===== config.mk =====
export PLATFORM = sky130hd
export DESIGN_NAME = gray_counter_ctrl
export DESIGN_NICKNAME = d
export VERILOG_FILES = /design/src/rtl/gray_counter_pkg.sv /design/src/rtl/gray_counter_ctrl_btn_conditioner.sv /design/src/rtl/gray_counter_ctrl.sv
export SDC_FILE = /design/constraint.sdc
export NUM_CORES = 1
export LEC_CHECK = 0
export ABC_AREA = 0
export ABC_CLOCK_PERIOD_IN_PS = 3800
export BUFFER_PORTS_ARGS = -buffer_cell sky130_fd_sc_hd__buf_2
export CAP_MARGIN = 20
export CORE_MARGIN = 10
export CORE_UTILIZATION = 60
export DETAILED_ROUTE_END_ITERATION = 16
export PLACE_DENSITY = 0.77
export SLEW_MARGIN = 25
export SYNTH_ARGS = -nofsm -noshare
export SYNTH_HDL_FRONTEND = slang
export SYNTH_SLANG_ARGS = --single-unit

===== constraint.sdc =====
create_clock -name clk -period 3.8 [get_ports clk]
set_input_delay 0.76 -clock clk [delete_from_list [all_inputs] [get_ports clk]]
set_output_delay 0.76 -clock clk [all_outputs]
set_load 0.02 [all_outputs]

===== src/rtl/gray_counter_pkg.sv =====
// Shared definitions for the Gray counter controller.
//  - mode_t   : mode FSM state encodings (MANUAL / AUTO)
//  - DIR_UP   : encoding of the "count up" direction
//  - BTN_*    : indices of the three buttons in the conditioner array
//  - clog2    : counter width helper used for the prescaler and debounce counters
package gray_counter_pkg;

    typedef enum logic {
        MANUAL = 1'b0,
        AUTO   = 1'b1
    } mode_t;

    localparam logic DIR_UP = 1'b1;

    localparam int NUM_BTN  = 3;
    localparam int BTN_STEP = 0;
    localparam int BTN_MODE = 1;
    localparam int BTN_DIR  = 2;

    // Smallest width able to hold values 0..v-1; at least 1 bit.
    function automatic int clog2(input int v);
        int r;
        r = 0;
        for (int k = 0; k < 32; k++) begin
            if ((64'd1 << r) < 64'(v)) begin
                r = r + 1;
            end
        end
        return (r < 1) ? 1 : r;
    endfunction

endpackage


===== src/rtl/gray_counter_ctrl_btn_conditioner.sv =====
// btn_conditioner: conditions one raw asynchronous push button.
//  - 2-FF synchroniser
//  - stability counter: the clean level follows the synchronised level only
//    after it has differed from the clean level for DEB_CYCLES consecutive cycles
//  - o_press: one-cycle pulse on the clean rising edge (release gives no pulse)
// Raw edge to o_press latency is 2 + DEB_CYCLES + 1 cycles.
// Ports:
//  clk        in  system clock
//  rst        in  synchronous active-high reset
//  i_btn_raw  in  raw button level from the pin
//  o_press    out registered press pulse
module btn_conditioner
    import gray_counter_pkg::*;
#(
    parameter int DEB_CYCLES = 1000000
) (
    input  logic clk,
    input  logic rst,
    input  logic i_btn_raw,
    output logic o_press
);

    localparam int CW = clog2(DEB_CYCLES);

    logic          r_sync1;
    logic          r_sync2;
    logic          r_clean;
    logic          r_clean_d;
    logic          r_press;
    logic [CW-1:0] r_cnt;

    always_ff @(posedge clk) begin
        if (rst) begin
            r_sync1   <= 1'b0;
            r_sync2   <= 1'b0;
            r_clean   <= 1'b0;
            r_clean_d <= 1'b0;
            r_press   <= 1'b0;
            r_cnt     <= '0;
        end else begin
            r_sync1 <= i_btn_raw;
            r_sync2 <= r_sync1;

            // Any cycle where the synced level agrees with the clean level
            // restarts the stability window.
            if (r_sync2 == r_clean) begin
                r_cnt <= '0;
            end else if (r_cnt == CW'(DEB_CYCLES - 1)) begin
                r_clean <= r_sync2;
                r_cnt   <= '0;
            end else begin
                r_cnt <= r_cnt + CW'(1);
            end

            r_clean_d <= r_clean;
            r_press   <= r_clean & ~r_clean_d;
        end
    end

    assign o_press = r_press;

endmodule


===== src/rtl/gray_counter_ctrl.sv =====
// gray_counter_ctrl: board-level N-bit Gray counter driven by three buttons.
//  Manual single-step or free-running AUTO mode (one advance every
//  CLK_HZ/TICK_HZ cycles), up/down direction, wrap-around pulse.
// Optional feature macro: GRAY_STEP_CHECK_EN adds err_sticky, a sticky flag
//  set when any leds update changes a number of bits other than one.
// Ports:
//  clk        in   system clock
//  rst        in   synchronous active-high reset
//  btn_step   in   raw button: advance one step (MANUAL only)
//  btn_mode   in   raw button: toggle MANUAL/AUTO
//  btn_dir    in   raw button: toggle direction
//  leds       out  registered Gray code of the binary count
//  mode_led   out  1 = AUTO, 0 = MANUAL
//  dir_led    out  1 = up, 0 = down
//  wrap       out  one-cycle pulse coincident with a wrapping leds update
//  err_sticky out  (GRAY_STEP_CHECK_EN only) Gray step violation, sticky
module gray_counter_ctrl
    import gray_counter_pkg::*;
#(
    parameter int N          = 8,
    parameter int CLK_HZ     = 100000000,
    parameter int TICK_HZ    = 1,
    parameter int DEB_CYCLES = 1000000
) (
    input  logic         clk,
    input  logic         rst,
    input  logic         btn_step,
    input  logic         btn_mode,
    input  logic         btn_dir,
    output logic [N-1:0] leds,
    output logic         mode_led,
    output logic         dir_led,
    output logic         wrap
`ifdef GRAY_STEP_CHECK_EN
    ,
    output logic         err_sticky
`endif
);

    localparam int DIV = CLK_HZ / TICK_HZ;
    localparam int PW  = clog2(DIV);

    logic [NUM_BTN-1:0] w_btn_raw;
    logic [NUM_BTN-1:0] w_press;

    assign w_btn_raw[BTN_STEP] = btn_step;
    assign w_btn_raw[BTN_MODE] = btn_mode;
    assign w_btn_raw[BTN_DIR]  = btn_dir;

    generate
        for (genvar gi = 0; gi < NUM_BTN; gi++) begin : g_btn
            btn_conditioner #(
                .DEB_CYCLES(DEB_CYCLES)
            ) u_cond (
                .clk      (clk),
                .rst      (rst),
                .i_btn_raw(w_btn_raw[gi]),
                .o_press  (w_press[gi])
            );
        end
    endgenerate

    mode_t         r_mode;
    logic [PW-1:0] r_presc;
    logic [N-1:0]  r_bin;
    logic [N-1:0]  r_leds;
    logic          r_dir;
    logic          r_wrap;

    logic          w_presc_last;
    logic          w_tick;
    logic [N-1:0]  w_next_bin;
    logic [N-1:0]  w_next_gray;
    logic          w_wrap_now;

    assign w_presc_last = (r_presc == PW'(DIV - 1));
    // In AUTO the step button is ignored; the prescaler alone advances.
    assign w_tick       = (r_mode == AUTO) ? w_presc_last : w_press[BTN_STEP];
    assign w_next_bin   = (r_dir == DIR_UP) ? (r_bin + N'(1)) : (r_bin - N'(1));
    assign w_next_gray  = w_next_bin ^ (w_next_bin >> 1);
    assign w_wrap_now   = (r_dir == DIR_UP) ? (r_bin == '1) : (r_bin == '0);

    // All decisions use the current mode and dir, so a simultaneous mode or
    // dir press only takes effect from the following cycle.
    always_ff @(posedge clk) begin
        if (rst) begin
            r_mode  <= MANUAL;
            r_presc <= '0;
            r_bin   <= '0;
            r_leds  <= '0;
            r_dir   <= DIR_UP;
            r_wrap  <= 1'b0;
        end else begin
            case (r_mode)
                MANUAL: begin
                    // Held at 0 so that entering AUTO starts a full period.
                    r_presc <= '0;
                    if (w_press[BTN_MODE]) begin
                        r_mode <= AUTO;
                    end
                end
                AUTO: begin
                    r_presc <= w_presc_last ? '0 : (r_presc + PW'(1));
                    if (w_press[BTN_MODE]) begin
                        r_mode <= MANUAL;
                    end
                end
                default: r_mode <= MANUAL;
            endcase

            if (w_press[BTN_DIR]) begin
                r_dir <= ~r_dir;
            end

            r_wrap <= 1'b0;
            if (w_tick) begin
                r_bin  <= w_next_bin;
                r_leds <= w_next_gray;
                r_wrap <= w_wrap_now;
            end
        end
    end

    assign leds     = r_leds;
    assign mode_led = (r_mode == AUTO);
    assign dir_led  = r_dir;
    assign wrap     = r_wrap;

`ifdef GRAY_STEP_CHECK_EN
    logic         r_err;
    logic [N-1:0] w_diff;
    logic         w_step_bad;

    // A legal Gray step flips exactly one bit: diff is non-zero and a power of two.
    assign w_diff     = w_next_gray ^ r_leds;
    assign w_step_bad = (w_diff == '0) || ((w_diff & (w_diff - N'(1))) != '0);

    always_ff @(posedge clk) begin
        if (rst) begin
            r_err <= 1'b0;
        end else if (w_tick && w_step_bad) begin
            r_err <= 1'b1;
        end
    end

    assign err_sticky = r_err;
`endif

endmodule


* Word level (Yosys, flattened, before mapping)
Index checks and enable logic that the tools add are counted.
** Word-level totals
- Bits in registers :: 121
- Bits of input ports :: 5
- Output and inout bits :: 11
- Logic and storage cells :: 67
** Cells by class
- $add $sub $neg :: 6
- Eq/ne operators :: 8
- Mux-type cells :: 8
- Bitwise operators :: 13
- Reduce and logical (&&, ||, !) cells :: 8
** Operators with widths (number)
- $add A20 B1 Y20 const B :: 3
- $eq A20 B20 Y1 const B :: 3
- $pmux W27 S2 :: 1
- $add A27 B1 Y27 const B :: 1
- $eq A27 B27 Y1 const B :: 1
- $mux W27 :: 1
- $not A1 Y1 :: 9
- $reduce_or A3 Y1 :: 3
- $add A8 B1 Y8 const B :: 1
- $eq A8 B8 Y1 const B :: 1
- $logic_not A8 Y1 :: 1
- $mux W8 :: 1
- $sub A8 B1 Y8 const B :: 1
- $xor A8 B7 Y8 :: 1
- $reduce_and A2 Y1 :: 3
- $mux W1 :: 4
- $and A1 B1 Y1 :: 3
- $eq A1 B1 Y1 :: 3
- $pmux W1 S2 :: 1
- $reduce_or A2 Y1 :: 1

* Longest topological paths before layout
- Word-level depth :: 4
- Depth in mapped cells :: 8
- Depth with buffers taken out :: 7

* Modules after synthesis
A second synthesis with hierarchy kept.
** Second synthesis, totals
- Cells, all modules :: 621
- Area, all modules :: 5779.3 um^2
** Modules (own cells, without submodules)
- btn_conditioner :: times used 3, cells an instance 117, area an instance 1137.3 um^2, sequential area each 500.5 um^2
- gray_counter_ctrl :: times used 1, cells an instance 270, area an instance 2367.3 um^2, sequential area each 900.9 um^2

* Least setup slack after synthesis
Ideal clock, no wire load.
- Path type :: register to register
- From :: register r_dir (netlist: dir_led)
- To :: register r_leds[6] (netlist: leds[6])
- Setup time :: 91 ps
- Data arrival time :: 2133 ps
- Required time :: 3709 ps
- Setup slack :: 1576 ps
- Cell stages (with the launch flop) :: 8
- Buffers on the path :: 0
- Period minus slack after synthesis :: 2224 ps
- Path through :: dfxtp_1 -> inv_1 -> ha_1 -> o21ai_1 -> a2111oi_1 -> a211oi_1 -> a21o_1 -> a311oi_1
** On the way
- Cells in the longest elaborated chain, start to end :: 2
** Ends and longest elaborated chain
- start, declared :: line gray_counter_ctrl.sv:67 : logic r_dir;
- start signal, assigned :: line gray_counter_ctrl.sv:112 : r_dir <= ~r_dir;
- $mux W8 :: line gray_counter_ctrl.sv:79 : assign w_next_bin = (r_dir == DIR_UP) ? (r_bin + N'(1)) : (r_bin - N'(1));
- $xor A8 B7 Y8 :: line gray_counter_ctrl.sv:80 : assign w_next_gray = w_next_bin ^ (w_next_bin >> 1);
- end signal, assigned :: line gray_counter_ctrl.sv:118 : r_leds <= w_next_gray;
- end, declared :: line gray_counter_ctrl.sv:66 : logic [N-1:0] r_leds;
No other way between the ends.
A chain may end at the register's enable or synchronous reset.

* Worst setup path in the final report
- From :: register r_dir (netlist: dir_led)
- To :: register r_leds[5] (netlist: leds[5])
Same word-level chain as after synthesis.

==> results_dict.tcl <==
set metrics [dict create \
    fillerInstances 683 \
    critPathBufInv 1 \
    maxUsedRoutingLayer "met4" \
    synthCells 599 \
    crit_path_end_kind "register" \
    drtPass1Iterations 5 \
    finalCritPeriodShare 0.6290 \
    antennaDiodeCount 0 \
    design.core.area_mm2 0.008806 \
    tritoncts_clock_tree "done" \
    max_freq_mhz 418.4 \
    cts-hold-fix-buffers 0 \
    relSlewSlack 0.4941 \
    crit_path_start "dir_led$_SDFFE_PP1P_" \
    clkTransAtPathRegs_ns 0.06 \
    setup-tns-final_ns 0 \
    drt_first_iter_violations 153 \
    synth_sequential_area_ratio 0.4391 \
    std_cell_rows 34 \
    ordered_cell_list_for_the_critical_path "inv_1 -> ha_1 -> o21ai_1 -> a2111oi_1 -> a211o_1 -> xnor2_1 -> a211oi_2" \
    yosys_register_bits 120 \
    layout.nets 628 \
    fp.dieArea_mm2 0.01334 \
    synth.lib_cells_used.distinct 54 \
    cts_resized 0 \
    rr_endpoint "leds[5]$_SDFFE_PP0P_" \
    gpl.final_weighted_congestion 0.7849 \
    route.antenna.remaining_nets 0 \
    syn_area_mm2 0.005471 \
    hold_violations 0 \
    drt-met1-wl_um 4633 \
    dpl.hpwl_um 6740 \
    top_fanout_value_on_the_critical_path 7 \
    critical_path.max_stage_delay_ns 0.51 \
    path_class "register to register" \
    finalWirelength_um 10220 \
    synth_area_per_inst_um2 9.134 \
    internal_power_mw 2.213 \
    post_route_cells_drive_above_1_share 0.1106 \
    power.sequential.fraction 0.456 \
    clock_tree.buffer_depth 2 \
    floorplan.io_pins 16 \
    cts_inserted_buffers 17 \
    dp_cells 701 \
    period_needed_ns 2.390 \
    r2r_slack_ns 1.41 \
    tightestPinTransition_ns 0.7560 \
    final-setup-viol-count 0 \
    average_vias_per_placed_instance 5.583 \
    floorplan.initialDensity 0.6213 \
    powerDensity_mw_per_mm2 453.7 \
    critical_path.startpoint_type "register" \
    routed-wl-met3_um 401 \
    synth-edff-count 0 \
    synth_async_sr_flop_share 0 \
    run_status "finished clean" \
    antenna_found_initial 0 \
    power.share.clock 0.538 \
    worst_setup_path_endpoint "leds[5]$_SDFFE_PP0P_" \
    grt_start_max_net_pins 35 \
    layout_common_cells "sky130_fd_sc_hd__nor2_1, sky130_fd_sc_hd__dfxtp_1, sky130_fd_sc_hd__xnor2_1" \
    layout.cells.most_common "sky130_fd_sc_hd__nor2_1" \
    buffer_ports.inserted 15 \
    met2RoutedLength_um 5121 \
    clock_insertion_delay_worst_skew_ns 0.50 \
    route.detailed.wl_per_inst_um 13.96 \
    critical_path.reg2reg.startpoint "dir_led$_SDFFE_PP1P_" \
    fin_cells 732 \
    vdd_ir_drop_max_mv 0.3299 \
    ctsRootBufferMaster "sky130_fd_sc_hd__clkbuf_8" \
    post-cts-setup-buffers 0 \
    grt_remaining_overflow 0 \
    skew_ns 0.009354 \
    reg2reg_depth 7 \
    power.share.switching 0.2028 \
    die_h_um 115.5 \
    holdCritPathClass "register to register" \
    syn_nets 615 \
    worst_path_max_delay_cell "sky130_fd_sc_hd__dfxtp_1" \
    globalRouteTotalUtil 0.1627 \
    p_leak_nw 1.969 \
    cts.htree.levels 4 \
    maxCapViolations 0 \
    post-route-drc-count 0 \
    slew_violations 0 \
    grt_first_pass_wirelength_um 18000 \
    critPathRequiredTime_ns 4.14 \
    width_of_the_die_um 115.5 \
    switchingPower_mw 0.5631 \
    yosys_warnings 0 \
    cp_top_delay_family "compound AO/OA/AOI/OAI gates" \
    setup_repair_after_global_routing_missed_its_margin "false" \
    leading_register_cell_type_out_of_synthesis "sky130_fd_sc_hd__dfxtp_1" \
    critical_path_cell_count 7 \
    critical_path_at_ns 2.73 \
    clock_sink_count 120 \
    pwr-share-comb 0.006 \
    grt_pass1_vias 3987 \
    routed-via-count 4087 \
    area_growth_pct 11.85 \
]
-- registers in the layout, summed over array words and instances (netlist names) --
register,flops
dir_led,1
g_btn.u_cond.r_clean,3
g_btn.u_cond.r_cnt,60
r_presc,27
g_btn.u_cond.o_press,3
mode_led,1
g_btn.u_cond.r_clean_d,3
r_bin,8
leds,7
g_btn.u_cond.r_sync2,3
g_btn.u_cond.r_sync1,3
wrap,1
-- logic make-up (layout without fill, tap and decap cells) --
group           after synthesis  in the layout  synth area share
flops                       120            120            0.4391
mux                           9              9           0.01647
buf+inv                      37             62           0.03476
compound gates               30             30           0.04711
simple gates                299            299            0.2872
fa+ha+maj                    11             11           0.02653
xor+xnor                     93             93            0.1489
-- power by group through the flow --
stage	Combinational, mW	Clock (mW)	Sequential [mW]
2_1_floorplan	0.0138	0	1.29
3_3_place_gp	0.0171	0	1.29
3_5_place_dp	0.0175	0	1.29
4_1_cts	0.0177	1.51	1.26
5_1_grt	0.0201	1.57	1.26
6_report	0.0174	1.49	1.26
-- layer usage --
metal	vias to the layer above	GRT usage
met5	-	0
met2	71	0.2765
met3	4	0.04806
met4	0	0.05068
li1	2063	-
met1	1949	0.1941
-- per-stage QoR --
step / total power, mW / hold slack (ns) / utilization / worst slack [ns] / instance area [um^2]
2_1_floorplan: 1.305 / 0.3674 / - / 1.576 / 5472
3_3_place_gp: 1.309 / 0.3726 / 0.6304 / 1.539 / 5552
3_5_place_dp: 1.309 / 0.3729 / 0.6304 / 1.449 / 5552
4_1_cts: 2.796 / 0.3819 / 0.6941 / 1.436 / 6112
5_1_grt: 2.860 / 0.3869 / 0.6949 / 1.219 / 6120
6_report: 2.776 / 0.3808 / 0.6949 / 1.410 / 6120
-- worst min path at each step --
| stage | from | end | slack, ns | cells after the start |
|---|---|---|---|---|
| CTS | g_btn[1].u_cond.r_clean_d$_SDFF_PP0_ | g_btn[1].u_cond.o_press$_SDFF_PP0_ | 0.38 | 1 |
| detailed placement | g_btn[1].u_cond.r_clean_d$_SDFF_PP0_ | g_btn[1].u_cond.o_press$_SDFF_PP0_ | 0.37 | 1 |
| global placement | g_btn[2].u_cond.r_clean_d$_SDFF_PP0_ | g_btn[2].u_cond.o_press$_SDFF_PP0_ | 0.37 | 1 |
| finish | g_btn[1].u_cond.r_clean_d$_SDFF_PP0_ | g_btn[1].u_cond.o_press$_SDFF_PP0_ | 0.38 | 1 |
| global route | g_btn[2].u_cond.r_clean_d$_SDFF_PP0_ | g_btn[2].u_cond.o_press$_SDFF_PP0_ | 0.39 | 1 |
| floorplan | g_btn[0].u_cond.r_clean_d$_SDFF_PP0_ | g_btn[0].u_cond.o_press$_SDFF_PP0_ | 0.37 | 1 |
-- synthesized netlist by cell type (all sizes together), types with 8 or more instances --
| cell | number | area [um^2] |
|---|---|---|
| and3 | 8 | 50.05 |
| and4 | 8 | 72.57 |
| buf | 18 | 118.9 |
| dfxtp | 120 | 2402 |
| ha | 10 | 125.1 |
| inv | 16 | 60.06 |
| mux2i | 9 | 90.09 |
| nand2 | 30 | 112.6 |
| nand3 | 39 | 205.2 |
| nand4 | 18 | 142.6 |
| nor2 | 124 | 465.5 |
| nor2b | 15 | 93.84 |
| nor3 | 17 | 100.1 |
| nor4 | 17 | 156.4 |
| xnor2 | 60 | 525.5 |
| xor2 | 33 | 289.0 |
-- area by class of cell --
| cell class | instances | area (um^2) | area share |
|---|---|---|---|
| clock buffer | 20 | 435.4 | 0.07115 |
| clock inverter | 11 | 125.1 | 0.02045 |
| inverter | 16 | 60.06 | 0.009814 |
| multi-input combinational | 442 | 2887 | 0.4717 |
| sequential | 120 | 2402 | 0.3926 |
| tap | 108 | 135.1 | 0.02208 |
| timing repair buffer | 15 | 75.07 | 0.01227 |
Power figures use the tool's default switching activity.
